`config.mk`:
```
export PLATFORM = sky130hd
export DESIGN_NAME = mips_multicycle_ctrl_flat
export DESIGN_NICKNAME = d
export VERILOG_FILES = /design/src/rtl/mips_multicycle_ctrl_if.sv /design/src/rtl/mips_multicycle_ctrl.sv /design/src/flat_wrapper.sv
export SDC_FILE = /design/constraint.sdc
export NUM_CORES = 1
export LEC_CHECK = 0
export ABC_AREA = 1
export BUFFER_PORTS_ARGS = -buffer_cell sky130_fd_sc_hd__clkbuf_2
export CORE_MARGIN = 2
export CORE_UTILIZATION = 55
export DETAILED_ROUTE_END_ITERATION = 10
export PLACE_DENSITY_LB_ADDON = 0.05
export SYNTH_ARGS = -nofsm -noshare
export SYNTH_HDL_FRONTEND = slang
export SYNTH_SLANG_ARGS = --single-unit
```
`constraint.sdc`:
```
create_clock -name clk -period 3.43 [get_ports clk]
set_input_delay 0.5145 -clock clk [delete_from_list [all_inputs] [get_ports clk]]
set_output_delay 0.5145 -clock clk [all_outputs]
set_load 0.03 [all_outputs]
```
`src/rtl/mips_multicycle_ctrl_if.sv`:
```
// mips_multicycle_ctrl_if: decoder/datapath signals exchanged with the multicycle control FSM
interface mips_multicycle_ctrl_if #(parameter int N = 32);
  logic [5:0] op;
  logic [5:0] funct;
  logic zero;
  logic mem_ready;
  logic [3:0] state;
  logic pc_we;
  logic [1:0] pc_src;
  logic ir_we;
  logic mem_req;
  logic mem_we;
  logic iord;
  logic reg_we;
  logic reg_dst;
  logic mem_to_reg;
  logic alu_src_a;
  logic [1:0] alu_src_b;
  logic ext_zero;
  logic [2:0] alu_ctl;
  logic illegal;
  logic [N-1:0] retired;
  modport master (
    input op, funct, zero, mem_ready,
    output state, pc_we, pc_src, ir_we, mem_req, mem_we, iord, reg_we, reg_dst,
    output mem_to_reg, alu_src_a, alu_src_b, ext_zero, alu_ctl, illegal, retired
  );
  modport slave (
    output op, funct, zero, mem_ready,
    input state, pc_we, pc_src, ir_we, mem_req, mem_we, iord, reg_we, reg_dst,
    input mem_to_reg, alu_src_a, alu_src_b, ext_zero, alu_ctl, illegal, retired
  );
endinterface

```
`src/rtl/mips_multicycle_ctrl.sv`:
```
// mips_multicycle_ctrl: multicycle MIPS control FSM with retired-instruction counter and opcode trap
module mips_multicycle_ctrl #(
  parameter int N = 32
) (
  input logic clk,
  input logic rstb,
  mips_multicycle_ctrl_if.master bus
);
  localparam logic [3:0] INIT      = 4'd0;
  localparam logic [3:0] FETCH     = 4'd1;
  localparam logic [3:0] DECODE    = 4'd2;
  localparam logic [3:0] R_EXEC    = 4'd3;
  localparam logic [3:0] R_WB      = 4'd4;
  localparam logic [3:0] MEM_ADDR  = 4'd5;
  localparam logic [3:0] MEM_READ  = 4'd6;
  localparam logic [3:0] MEM_WB    = 4'd7;
  localparam logic [3:0] MEM_WRITE = 4'd8;
  localparam logic [3:0] BRANCH    = 4'd9;
  localparam logic [3:0] I_EXEC    = 4'd10;
  localparam logic [3:0] I_WB      = 4'd11;
  localparam logic [3:0] JUMP      = 4'd12;
  localparam logic [3:0] TRAP      = 4'd13;
  localparam logic [2:0] ALU_AND = 3'b000;
  localparam logic [2:0] ALU_OR  = 3'b001;
  localparam logic [2:0] ALU_ADD = 3'b010;
  localparam logic [2:0] ALU_SLL = 3'b011;
  localparam logic [2:0] ALU_SRL = 3'b100;
  localparam logic [2:0] ALU_SUB = 3'b110;
  localparam logic [2:0] ALU_SLT = 3'b111;
  logic [3:0] st, nxt;
  logic [N-1:0] cnt;
  logic [2:0] r_ctl, i_ctl;
  logic r_ok, retire, f;
  // R-type funct to ALU operation; unknown funct is flagged for the trap
  always_comb begin
    r_ok = 1'b1;
    case (bus.funct)
      6'h20: r_ctl = ALU_ADD;
      6'h22: r_ctl = ALU_SUB;
      6'h24: r_ctl = ALU_AND;
      6'h25: r_ctl = ALU_OR;
      6'h2A: r_ctl = ALU_SLT;
      6'h00: r_ctl = ALU_SLL;
      6'h02: r_ctl = ALU_SRL;
      default: begin
        r_ctl = ALU_AND;
        r_ok = 1'b0;
      end
    endcase
  end
  // I-type opcode to ALU operation
  always_comb begin
    i_ctl = bus.op == 6'h08 ? ALU_ADD :
            bus.op == 6'h0A ? ALU_SLT :
            bus.op == 6'h0D ? ALU_OR : ALU_AND;
  end
  // next-state sequencing; memory phases hold until the access completes
  always_comb begin
    nxt = INIT;
    case (st)
      INIT:      nxt = FETCH;
      FETCH:     nxt = bus.mem_ready ? DECODE : FETCH;
      DECODE:
        case (bus.op)
          6'h00:                      nxt = R_EXEC;
          6'h23, 6'h2B:               nxt = MEM_ADDR;
          6'h04, 6'h05:               nxt = BRANCH;
          6'h08, 6'h0A, 6'h0C, 6'h0D: nxt = I_EXEC;
          6'h02:                      nxt = JUMP;
          default:                    nxt = TRAP;
        endcase
      R_EXEC:    nxt = r_ok ? R_WB : TRAP;
      MEM_ADDR:  nxt = bus.op == 6'h2B ? MEM_WRITE : MEM_READ;
      MEM_READ:  nxt = bus.mem_ready ? MEM_WB : MEM_READ;
      MEM_WRITE: nxt = bus.mem_ready ? FETCH : MEM_WRITE;
      I_EXEC:    nxt = I_WB;
      R_WB, MEM_WB, I_WB, BRANCH, JUMP: nxt = FETCH;
      TRAP:      nxt = TRAP;
      default:   nxt = INIT;
    endcase
  end
  assign retire = st == R_WB || st == I_WB || st == MEM_WB || st == BRANCH || st == JUMP ||
                  (st == MEM_WRITE && bus.mem_ready);
  // state register and wrapping retired-instruction counter
  always_ff @(posedge clk or negedge rstb) begin
    if (!rstb) begin
      st <= INIT;
      cnt <= '0;
    end else begin
      st <= nxt;
      cnt <= cnt + N'(retire);
    end
  end
  assign f = st == FETCH;
  assign bus.state = st;
  assign bus.retired = cnt;
  assign bus.illegal = st == TRAP;
  assign bus.ir_we = f && bus.mem_ready;
  assign bus.pc_we = (f && bus.mem_ready) || st == JUMP ||
                     (st == BRANCH && (bus.zero ^ (bus.op == 6'h05)));
  assign bus.pc_src = st == BRANCH ? 2'b01 : st == JUMP ? 2'b10 : 2'b00;
  assign bus.mem_req = f || st == MEM_READ || st == MEM_WRITE;
  assign bus.mem_we = st == MEM_WRITE;
  assign bus.iord = st == MEM_READ || st == MEM_WRITE;
  assign bus.reg_we = st == R_WB || st == MEM_WB || st == I_WB;
  assign bus.reg_dst = st == R_WB;
  assign bus.mem_to_reg = st == MEM_WB;
  assign bus.alu_src_a = st == R_EXEC || st == MEM_ADDR || st == BRANCH || st == I_EXEC;
  assign bus.alu_src_b = f ? 2'b01 : st == DECODE ? 2'b11 :
                         (st == MEM_ADDR || st == I_EXEC) ? 2'b10 : 2'b00;
  assign bus.ext_zero = st == I_EXEC && (bus.op == 6'h0C || bus.op == 6'h0D);
  assign bus.alu_ctl = (f || st == DECODE || st == MEM_ADDR) ? ALU_ADD :
                       st == R_EXEC ? r_ctl :
                       st == I_EXEC ? i_ctl :
                       st == BRANCH ? ALU_SUB : ALU_AND;
endmodule

```
`src/flat_wrapper.sv`:
```
// flat-port wrapper written by rule: the top's interface ports become plain ports
module mips_multicycle_ctrl_flat 
#(
  parameter int N = 32
)
  (clk, rstb, bus_op, bus_funct, bus_zero, bus_mem_ready, bus_state, bus_pc_we, bus_pc_src, bus_ir_we, bus_mem_req, bus_mem_we, bus_iord, bus_reg_we, bus_reg_dst, bus_mem_to_reg, bus_alu_src_a, bus_alu_src_b, bus_ext_zero, bus_alu_ctl, bus_illegal, bus_retired);
  mips_multicycle_ctrl_if #(.N(N)) bus_i ();
  input logic clk;
  input logic rstb;
  input wire logic [$bits(bus_i.op)-1:0] bus_op;
  input wire logic [$bits(bus_i.funct)-1:0] bus_funct;
  input wire logic [$bits(bus_i.zero)-1:0] bus_zero;
  input wire logic [$bits(bus_i.mem_ready)-1:0] bus_mem_ready;
  output wire logic [$bits(bus_i.state)-1:0] bus_state;
  output wire logic [$bits(bus_i.pc_we)-1:0] bus_pc_we;
  output wire logic [$bits(bus_i.pc_src)-1:0] bus_pc_src;
  output wire logic [$bits(bus_i.ir_we)-1:0] bus_ir_we;
  output wire logic [$bits(bus_i.mem_req)-1:0] bus_mem_req;
  output wire logic [$bits(bus_i.mem_we)-1:0] bus_mem_we;
  output wire logic [$bits(bus_i.iord)-1:0] bus_iord;
  output wire logic [$bits(bus_i.reg_we)-1:0] bus_reg_we;
  output wire logic [$bits(bus_i.reg_dst)-1:0] bus_reg_dst;
  output wire logic [$bits(bus_i.mem_to_reg)-1:0] bus_mem_to_reg;
  output wire logic [$bits(bus_i.alu_src_a)-1:0] bus_alu_src_a;
  output wire logic [$bits(bus_i.alu_src_b)-1:0] bus_alu_src_b;
  output wire logic [$bits(bus_i.ext_zero)-1:0] bus_ext_zero;
  output wire logic [$bits(bus_i.alu_ctl)-1:0] bus_alu_ctl;
  output wire logic [$bits(bus_i.illegal)-1:0] bus_illegal;
  output wire logic [$bits(bus_i.retired)-1:0] bus_retired;
  assign bus_i.op = bus_op;
  assign bus_i.funct = bus_funct;
  assign bus_i.zero = bus_zero;
  assign bus_i.mem_ready = bus_mem_ready;
  assign bus_state = bus_i.state;
  assign bus_pc_we = bus_i.pc_we;
  assign bus_pc_src = bus_i.pc_src;
  assign bus_ir_we = bus_i.ir_we;
  assign bus_mem_req = bus_i.mem_req;
  assign bus_mem_we = bus_i.mem_we;
  assign bus_iord = bus_i.iord;
  assign bus_reg_we = bus_i.reg_we;
  assign bus_reg_dst = bus_i.reg_dst;
  assign bus_mem_to_reg = bus_i.mem_to_reg;
  assign bus_alu_src_a = bus_i.alu_src_a;
  assign bus_alu_src_b = bus_i.alu_src_b;
  assign bus_ext_zero = bus_i.ext_zero;
  assign bus_alu_ctl = bus_i.alu_ctl;
  assign bus_illegal = bus_i.illegal;
  assign bus_retired = bus_i.retired;
  mips_multicycle_ctrl #(.N(N)) u_core (.clk(clk), .rstb(rstb), .bus(bus_i));
endmodule
```
# Yosys cells after proc, flatten, opt, wreduce, memory -nomap -nowiden
# Index checks and enable logic that the tools add are counted.
word_totals:
  latchBits: 0
  ff_bits: 36
  memories: 0
  input_bits: 16
  ram_bits: 0
  romBits: 0
  output_inout_bits: 54
  elab_cells: 84
op_classes:
  magnitude_cmp: 0
  reduce_logical: 31
  n_bitwise: 1
  n_shift: 0
  multipliers: 0
  n_eq_ne: 28
  addsub: 1
  muxes: 21
  div: 0
ops:
  columns: ["op", "n"]
  rows:
  - ["$eq 6x6->1 const B", 7]
  - ["$pmux 4 s9", 1]
  - ["$add 32x1->32", 1]
  - ["$eq 4x4->1 const B", 6]
  - ["$eq 6x4->1 const B", 4]
  - ["$pmux 4 s5", 1]
  - ["$logic_or 1x1->1", 19]
  - ["$mux 3", 6]
  - ["$pmux 3 s6", 1]
  - ["$eq 4x3->1 const B", 4]
  - ["$eq 6x2->1 const B", 2]
  - ["$eq 6x3->1 const B", 2]
  - ["$logic_not 6->1", 2]
  - ["$mux 2", 6]
  - ["$mux 4", 3]
  - ["$eq 4x2->1 const B", 2]
  - ["$reduce_or 7->1", 1]
  - ["$reduce_or 6->1", 1]
  - ["$eq 4x1->1 const B", 1]
  - ["$logic_and 1x1->1", 4]
  - ["$logic_not 4->1", 1]
  - ["$reduce_or 2->1", 2]
  - ["$reduce_or 4->1", 1]
  - ["$mux 1", 3]
  - ["$xor 1x1->1", 1]

# Logic depth before layout (Yosys ltp)
# Gate-level depths: netlist of run 1.
depth:
  word_depth: 7
  ltp_mapped: 15
  depth_no_buf: 15

# Least setup slack after synthesis of run 1
# No wires, ideal clock.
synth_timing:
  path_type: "reg2reg"
  from: "reg u_core.st[0], in the netlist u_core.bus.state[0]"
  to: "reg u_core.cnt[16], in the netlist u_core.bus.retired[16]"
  path_stages_with_launch: 14
  path_buffers: 0
  arrival_time_ns: 2.414
  required_time_ns: 3.350
  path_slack_ns: 0.936
  synth_period_minus_slack_ns: 2.494
  setup_time_ns: 0.080
  path_cell_list: "dfrtp_1 > inv_1 > nor2_2 > nand2_1 > inv_1 > nor3_1 > nand2_1 > ha_1 > ha_1 > nand3_1 > inv_2 > nand2_2 > nor2_1 > xor2_1"
synth_via:
  elab_chain_cells: 7
  word_cells_on_any_way: 13
  classes_between: "add/sub (1); eq/ne (6); reduce/logical (6)"
synth_rtl:
  columns: ["item", "line", "text"]
  rows:
  - ["start: declaration", "mips_multicycle_ctrl.sv:30", "logic [3:0] st, nxt;"]
  - ["start signal: assignment", "mips_multicycle_ctrl.sv:90", "st <= nxt;"]
  - ["$eq 4x3->1 or $eq 4x4->1 (tied branches)", "mips_multicycle_ctrl.sv:82", "assign retire = st == R_WB || st == I_WB || st == MEM_WB || st == BRANCH || st == JUMP ||"]
  - ["$logic_or 1x1->1 (4 in a row)", "mips_multicycle_ctrl.sv:82", null]
  - ["$logic_or 1x1->1 *", "mips_multicycle_ctrl.sv:82", null]
  - ["$add 32x1->32 *", "mips_multicycle_ctrl.sv:91", "cnt <= cnt + N'(retire);"]
  - ["end signal: assignment", "mips_multicycle_ctrl.sv:91", null]
  - ["end: declaration", "mips_multicycle_ctrl.sv:31", "logic [N-1:0] cnt;"]
# Mark *: on every way between the ends. The rest lies on a longest branch, timed or not.

# Final worst setup path of run 1
# Ends and elaborated chain as after synthesis.

==> flow_summary.yaml, run 1 <==
place:
  gpl.final_weighted_congestion: 0.944
  io_buffer_count: 69
  dpl.hpwl_um: 5270
worst_setup_path:
  cp_arrival_ns: 2.64
  worst_r2r_startpoint: "u_core.bus.state[0]"
  path_buf_inv: 3
  cell_chain_of_the_critical_path: "inv_1 > nor2_2 > nand2_1 > inv_1 > nor3_1 > nand2_1 > ha_1 > ha_1 > nand3_1 > inv_2 > nand2_2 > nor2_1 > xor2_1"
  worst_ep_required_time_ns: 3.64
  worst-r2r-setup-slack_ns: 1.00
  cpLargestDelayFamily: "simple AND/OR/NAND/NOR gates"
  worstSetupPathType: "flop to flop"
  timing.critical_path.slowest_stage_cell: "sky130_fd_sc_hd__dfrtp_1"
  reg2reg_capture_point: "u_core.bus.retired[16]"
  crit_fanout: 6
  register_to_register_path_depth: 13
  worstSetupStartpointType: "flop"
  cp_slowest_stage_delay_ns: 0.43
  worst_setup_ep_type: "flop"
synth:
  edff_count_synth: 0
  post_synth_cell_types: 24
  post_synth_instance_area_um2: 2530
  netlist_instances: 377
  syn-mean-instance-area_um2: 6.71
  yosys_warnings: 0
  synth_ff_type: "sky130_fd_sc_hd__dfrtp_1"
  post-synth-top-area-fraction_pct: 35.6
  synthesized_net_count: 395
  post_synth_most_frequent_cells: "114 x sky130_fd_sc_hd__nand2_1, 58 x sky130_fd_sc_hd__nor2_1, 49 x sky130_fd_sc_hd__inv_1, 36 x sky130_fd_sc_hd__dfrtp_1, 35 x sky130_fd_sc_hd__nand3_1"
  synth_most_common_cell: "sky130_fd_sc_hd__nand2_1"
  cell_taking_the_most_area_after_synthesis: "sky130_fd_sc_hd__dfrtp_1"
  seq_area_frac_synth_pct: 35.6
  async_reset_ff_share_pct: 100
  ys_top_cells_by_area: "sky130_fd_sc_hd__dfrtp_1 36%, sky130_fd_sc_hd__nand2_1 17%, sky130_fd_sc_hd__nor2_1 8.6%, sky130_fd_sc_hd__inv_1 7.3%, sky130_fd_sc_hd__nand3_1 6.9%"
  ys_ff_latch: 36
timing:
  fmaxAchievable_mhz: 412
  post-route-period-util_pct: 70.7
  fin_worst_skew_ns: 0.0129
  setup_repair_after_global_routing_missed_its_margin: "false"
  drv_slew: 0
  setup_viol: 0
  timing_worst_slew_pin_value_ns: 0.902
  worst_slew_margin_rel_pct: 39.8
  timing.final.crit_period_ns: 2.43
  final_total_negative_setup_slack_ns: 0
  finalHoldViolations: 0
final_layout:
  fill_cell_count: 375
  antennaDiodeCount: 0
  synthToLayoutAreaGrowth_pct: 19.9
  final_nets: 471
  drive_above_1_share_pct: 23.3
drt:
  vias: 2596
  routed_wl_um: 6380
  drt_first_iter_violations: 109
  final_antenna_net_count: 0
  drt-vias-per-instance: 5.13
  routed_wire_length_per_instance_um: 12.6
  firstDrtPassIters: 4
  post-route-drc-count: 0
clocking:
  cts_post_setup_buffers_inserted: 0
  cts_root_buffer: "sky130_fd_sc_hd__clkbuf_8"
  cts_tree: "yes"
  postCtsHoldBufs: 0
  post_cts_resized: 0
  htree_levels: 2
  path_clk_slew_ns: 0.08
  cts_inserted_buffers: 5
  cts_buffer_depth: 2
  clock_insertion_delay_worst_skew_ns: 0.29
  cts.sinks: 36
floorplan:
  ios: 70
  core_area_um2: 4380
  floorplan.rows: 24
  floorplan.die.width_um: 71.8
  start_util_pct: 57.7
  die_area_um2: 5160
  fp.dieH_um: 71.8
power_and_ir_drop:
  power.density_nw_per_um2: 535
  vdd.ir_drop.worst_uv: 534
  power.total_uw: 1620
  static-leakage-power_uw: 0.00179
min_path:
  min_path_type: "input port to async pin"
global_route:
  grt_antenna_before_repair: 0
  grt_max_degree: 37
  globalRouteOverflowTotal: 0
  first_global_vias: 2440
  grt_pass1_wl_um: 10700
  grt_usage_pct: 26.7
flow_run:
  max_cap_viol_count: 0
status:
  run_status: "complete, no violations"
==> sequential cells by signal, summed over array words and instances (netlist names) <==
signal and count:
u_core.bus.retired 32, u_core.bus.state 4
==> report_power, final <==
part	internal (µW)	switching, µW	total [µW]
Combinational	208	555	763
Sequential	477	71.2	548
Clock	163	148	311
==> metal layers <==
layer  track usage (%)  wire length (µm)
met1              31.1              2600
met2              46.2              3170
met3              3.52               299
met4              16.8               307
met5                 0                 0
==> worst register-to-register path: cells and delay by family (launching register included) <==
kind | cells | cell delay [ns]
adder cells (fa/ha/maj) | 2 | 0.50
AND/OR/NAND/NOR | 7 | 0.92
buffers and inverters | 3 | 0.34
XOR/XNOR | 1 | 0.15
flip-flops | 1 | 0.43
==> cell usage in the layout, fill, tap and decap left out, types with 4 or more instances in the layout <==
cell / count
sky130_fd_sc_hd__nand2_2: 6
sky130_fd_sc_hd__nor3_2: 4
sky130_fd_sc_hd__nor2_2: 8
sky130_fd_sc_hd__nor2_1: 58
sky130_fd_sc_hd__nand2_1: 114
sky130_fd_sc_hd__nand3b_1: 8
sky130_fd_sc_hd__nand3_1: 35
sky130_fd_sc_hd__clkbuf_2: 69
sky130_fd_sc_hd__xnor2_1: 5
sky130_fd_sc_hd__nor3_1: 7
sky130_fd_sc_hd__inv_1: 49
sky130_fd_sc_hd__xor2_1: 13
sky130_fd_sc_hd__dfrtp_1: 36
sky130_fd_sc_hd__inv_2: 5
sky130_fd_sc_hd__nand4_1: 8
sky130_fd_sc_hd__o21ai_0: 6
sky130_fd_sc_hd__a21oi_1: 4
sky130_fd_sc_hd__clkbuf_8: 6
==> area by class of cell <==
type,count,area (µm²),share of cell area (%)
clock buffers,7,86.3,2.85
flip-flops and latches,36,901,29.7
repair buffers,69,345,11.4
inverters,55,209,6.89
well taps,52,65.1,2.15
multi-input cells,286,1420,46.8
clock inverters,1,7.51,0.248
==> cell families after synthesis <==
| kind of cell | share of synthesized area, % |
|---|---|
| DFF | 35.6 |
| and+or+nand+nor | 46.7 |
| buffers and inverters | 8.26 |
| AOI/OAI and AO/OA | 2.18 |
| xor gates and xnor gates | 6.23 |
| adders and majority gates | 0.989 |
==> through the flow <==
stage / hold slack, ns / utilization (%) / worst slack [ns] / std cells / instance area, µm²
floorplan: 0.219 / - / 0.936 / 377 / 2530
global placement: 0.482 / 67.0 / 1.17 / 498 / 2940
detailed placement: 0.482 / 67.0 / 1.05 / 498 / 2940
CTS: 0.374 / 69.2 / 1.01 / 506 / 3030
global route: 0.422 / 69.2 / 0.794 / 506 / 3030
finish: 0.340 / 69.2 / 1.00 / 506 / 3030
==> worst max path at each step <==
stage | startpoint | endpoint | cells past startpoint
finish | u_core.bus.state[0] | u_core.bus.retired[16] | 13
detailed placement | u_core.bus.state[0] | u_core.bus.retired[16] | 13
global route | u_core.bus.state[0] | u_core.bus.retired[16] | 13
CTS | u_core.bus.state[0] | u_core.bus.retired[16] | 13
global placement | u_core.bus.state[2] | u_core.bus.retired[16] | 13
floorplan | u_core.bus.state[0] | u_core.bus.retired[16] | 13
Power figures use the tool's default switching activity.
==> run 2: changes to the inputs <==
--- a/config.mk
+++ b/config.mk
@@ -8,7 +8,7 @@
 export ABC_AREA = 1
 export BUFFER_PORTS_ARGS = -buffer_cell sky130_fd_sc_hd__clkbuf_2
 export CORE_MARGIN = 2
-export CORE_UTILIZATION = 55
+export CORE_UTILIZATION = 53
 export DETAILED_ROUTE_END_ITERATION = 10
 export PLACE_DENSITY_LB_ADDON = 0.05
 export SYNTH_ARGS = -nofsm -noshare
==> constraint.sdc (replaced) <==
create_clock -name clk -period 2.5 [get_ports clk]
set_input_delay 0.375 -clock clk [delete_from_list [all_inputs] [get_ports clk]]
set_output_delay 0.375 -clock clk [all_outputs]
set_load 0.03 [all_outputs]
==> run 2 against run 1 <==
First-iteration DRC count is 43% higher. Critical path depth unchanged. Core utilization shrank 2.7 points. Via count rose by 1.0%. Design area is 2.1% higher. Combinational power grew 40%. Die area is 3.6% higher. Maximum frequency is 6.8% higher. Global-route usage fell by 0.46 points. Power rose by 48%. Largest cell class unchanged. Highest routed layer unchanged.
==> flow_summary.yaml, run 2 (same netlist as run 1, synthesis figures left out) <==
power_and_ir_drop:
  power.density_nw_per_um2: 776
  vdd.ir_drop.worst_uv: 750
  static-leakage-power_uw: 0.00181
global_route:
  grt_antenna_before_repair: 0
  grt_pass1_wl_um: 10900
  grt_usage_pct: 26.2
  grt_max_degree: 37
  globalRouteOverflowTotal: 0
  first_global_vias: 2494
clocking:
  cts_tree: "yes"
  clock_insertion_delay_worst_skew_ns: 0.29
  cts.sinks: 36
  htree_levels: 2
  cts_post_setup_buffers_inserted: 0
  postCtsHoldBufs: 0
  cts_buffer_depth: 2
  cts_inserted_buffers: 5
  path_clk_slew_ns: 0.08
  cts_root_buffer: "sky130_fd_sc_hd__clkbuf_8"
final_layout:
  drive_above_1_share_pct: 25.3
  finish.utilization_pct: 66.5
  largest_reg_flops: 32
  final_common_cell: "sky130_fd_sc_hd__nand2_1"
  final_nets: 471
  final_cell_mix: "114 x sky130_fd_sc_hd__nand2_1, 69 x sky130_fd_sc_hd__clkbuf_2, 55 x sky130_fd_sc_hd__nor2_1"
  antennaDiodeCount: 0
  synthToLayoutAreaGrowth_pct: 22.5
  fill_cell_count: 456
timing:
  timing.final.crit_period_ns: 2.27
  fin_worst_skew_ns: 0.00915
  postLayoutSetupSlackWorst_ns: 0.229
  fmaxAchievable_mhz: 440
  timing_worst_slew_pin_value_ns: 0.918
  finalHoldViolations: 0
  worst_slew_margin_rel_pct: 38.8
  drv_slew: 0
  setup_viol: 0
  setup_repair_after_global_routing_missed_its_margin: "false"
  post-route-period-util_pct: 90.8
  final_total_negative_setup_slack_ns: 0
floorplan:
  start_util_pct: 54.3
  floorplan.die.width_um: 73.1
  core_area_um2: 4660
  ios: 70
  die_area_um2: 5340
  fp.dieH_um: 73.1
  floorplan.rows: 25
min_path:
  min_path_type: "input port to async pin"
place:
  io_buffer_count: 69
  gpl.final_weighted_congestion: 0.922
  dp_slack_ns: 0.0943
  dpl.hpwl_um: 5210
drt:
  routed_wl_um: 6520
  post-route-drc-count: 0
  drt_first_iter_violations: 156
  firstDrtPassIters: 4
  routed_wire_length_per_instance_um: 12.8
  final_antenna_net_count: 0
  drt-vias-per-instance: 5.16
  vias: 2622
worst_setup_path:
  worst_ep_required_time_ns: 2.72
  cp_arrival_ns: 2.49
  worst_setup_ep_type: "flop"
  cp_slowest_stage_delay_ns: 0.43
  timing.critical_path.slowest_stage_cell: "sky130_fd_sc_hd__dfrtp_2"
  worstSetupPathType: "flop to flop"
  cell_chain_of_the_critical_path: "inv_1 > nor2_4 > nand2_1 > inv_1 > nor3_2 > nand2_1 > ha_2 > ha_2 > nand3_1 > inv_2 > nand2_2 > nor2_1 > xor2_1"
  crit_fanout: 6
  worstSetupStartpointType: "flop"
flow_run:
  max_cap_viol_count: 0
status:
  run_status: "complete, no violations"
run 2: cell type report:
cell class	count	area, µm²	area share, %
multi-input combinational	286	1450	46.7
sequential	36	903	29.2
timing repair buffer	69	345	11.1
inverter	55	209	6.74
clock buffer	7	96.3	3.11
tap	54	67.6	2.18
clock inverter	1	30.0	0.969
run 2: through the flow:
stage	area, µm²	total power, µW	cells	hold slack, ns
floorplan	2530	1510	377	0.0794
finish	3100	2400	508	0.205
CTS	3070	2380	508	0.240
global placement	2940	1810	500	0.478
global route	3100	2550	508	0.275
detailed placement	2940	1820	500	0.502
run 2: what timing repair did:
action	CTS	global route
gates resized for setup	0	10
hold endpoints to repair	0	0
setup endpoints to repair	0	6
run 2: worst max-delay path: cells and delay by family (launching register included):
family	cells	cell delay, ns
xor gates and xnor gates	1	0.16
adders and majority gates	2	0.45
buffers and inverters	3	0.36
DFF	1	0.43
and+or+nand+nor	7	0.80
run 2: final timing paths:
check	from	end	slack, ns	depth (start not counted)
min in group clk	bus_op[3]	u_core.bus.state[2]	0.51	5
hold reg to reg	u_core.bus.retired[31]	u_core.bus.retired[31]	0.51	2
hold / removal	rstb	u_core.bus.retired[20]	0.20	1
max in group asynchronous	rstb	u_core.bus.state[3]	1.65	1
setup reg to reg	u_core.bus.state[0]	u_core.bus.retired[16]	0.23	13
setup / recovery	u_core.bus.state[0]	u_core.bus.retired[16]	0.23	13
run 2: power by group:
part	internal, µW	switching (µW)	total [µW]
logic	302	773	1070
registers	656	111	767
clock network	352	211	563
run 2: routing by layer:
metal / up-vias / track usage, % / part of all wire (%)
met3: 15 / 4.70 / 4.8
met2: 79 / 48.0 / 53
met5: - / 0 / 0
met1: 1201 / 30.7 / 40
li1: 1327 / - / -
met4: 0 / 8.23 / 1.9
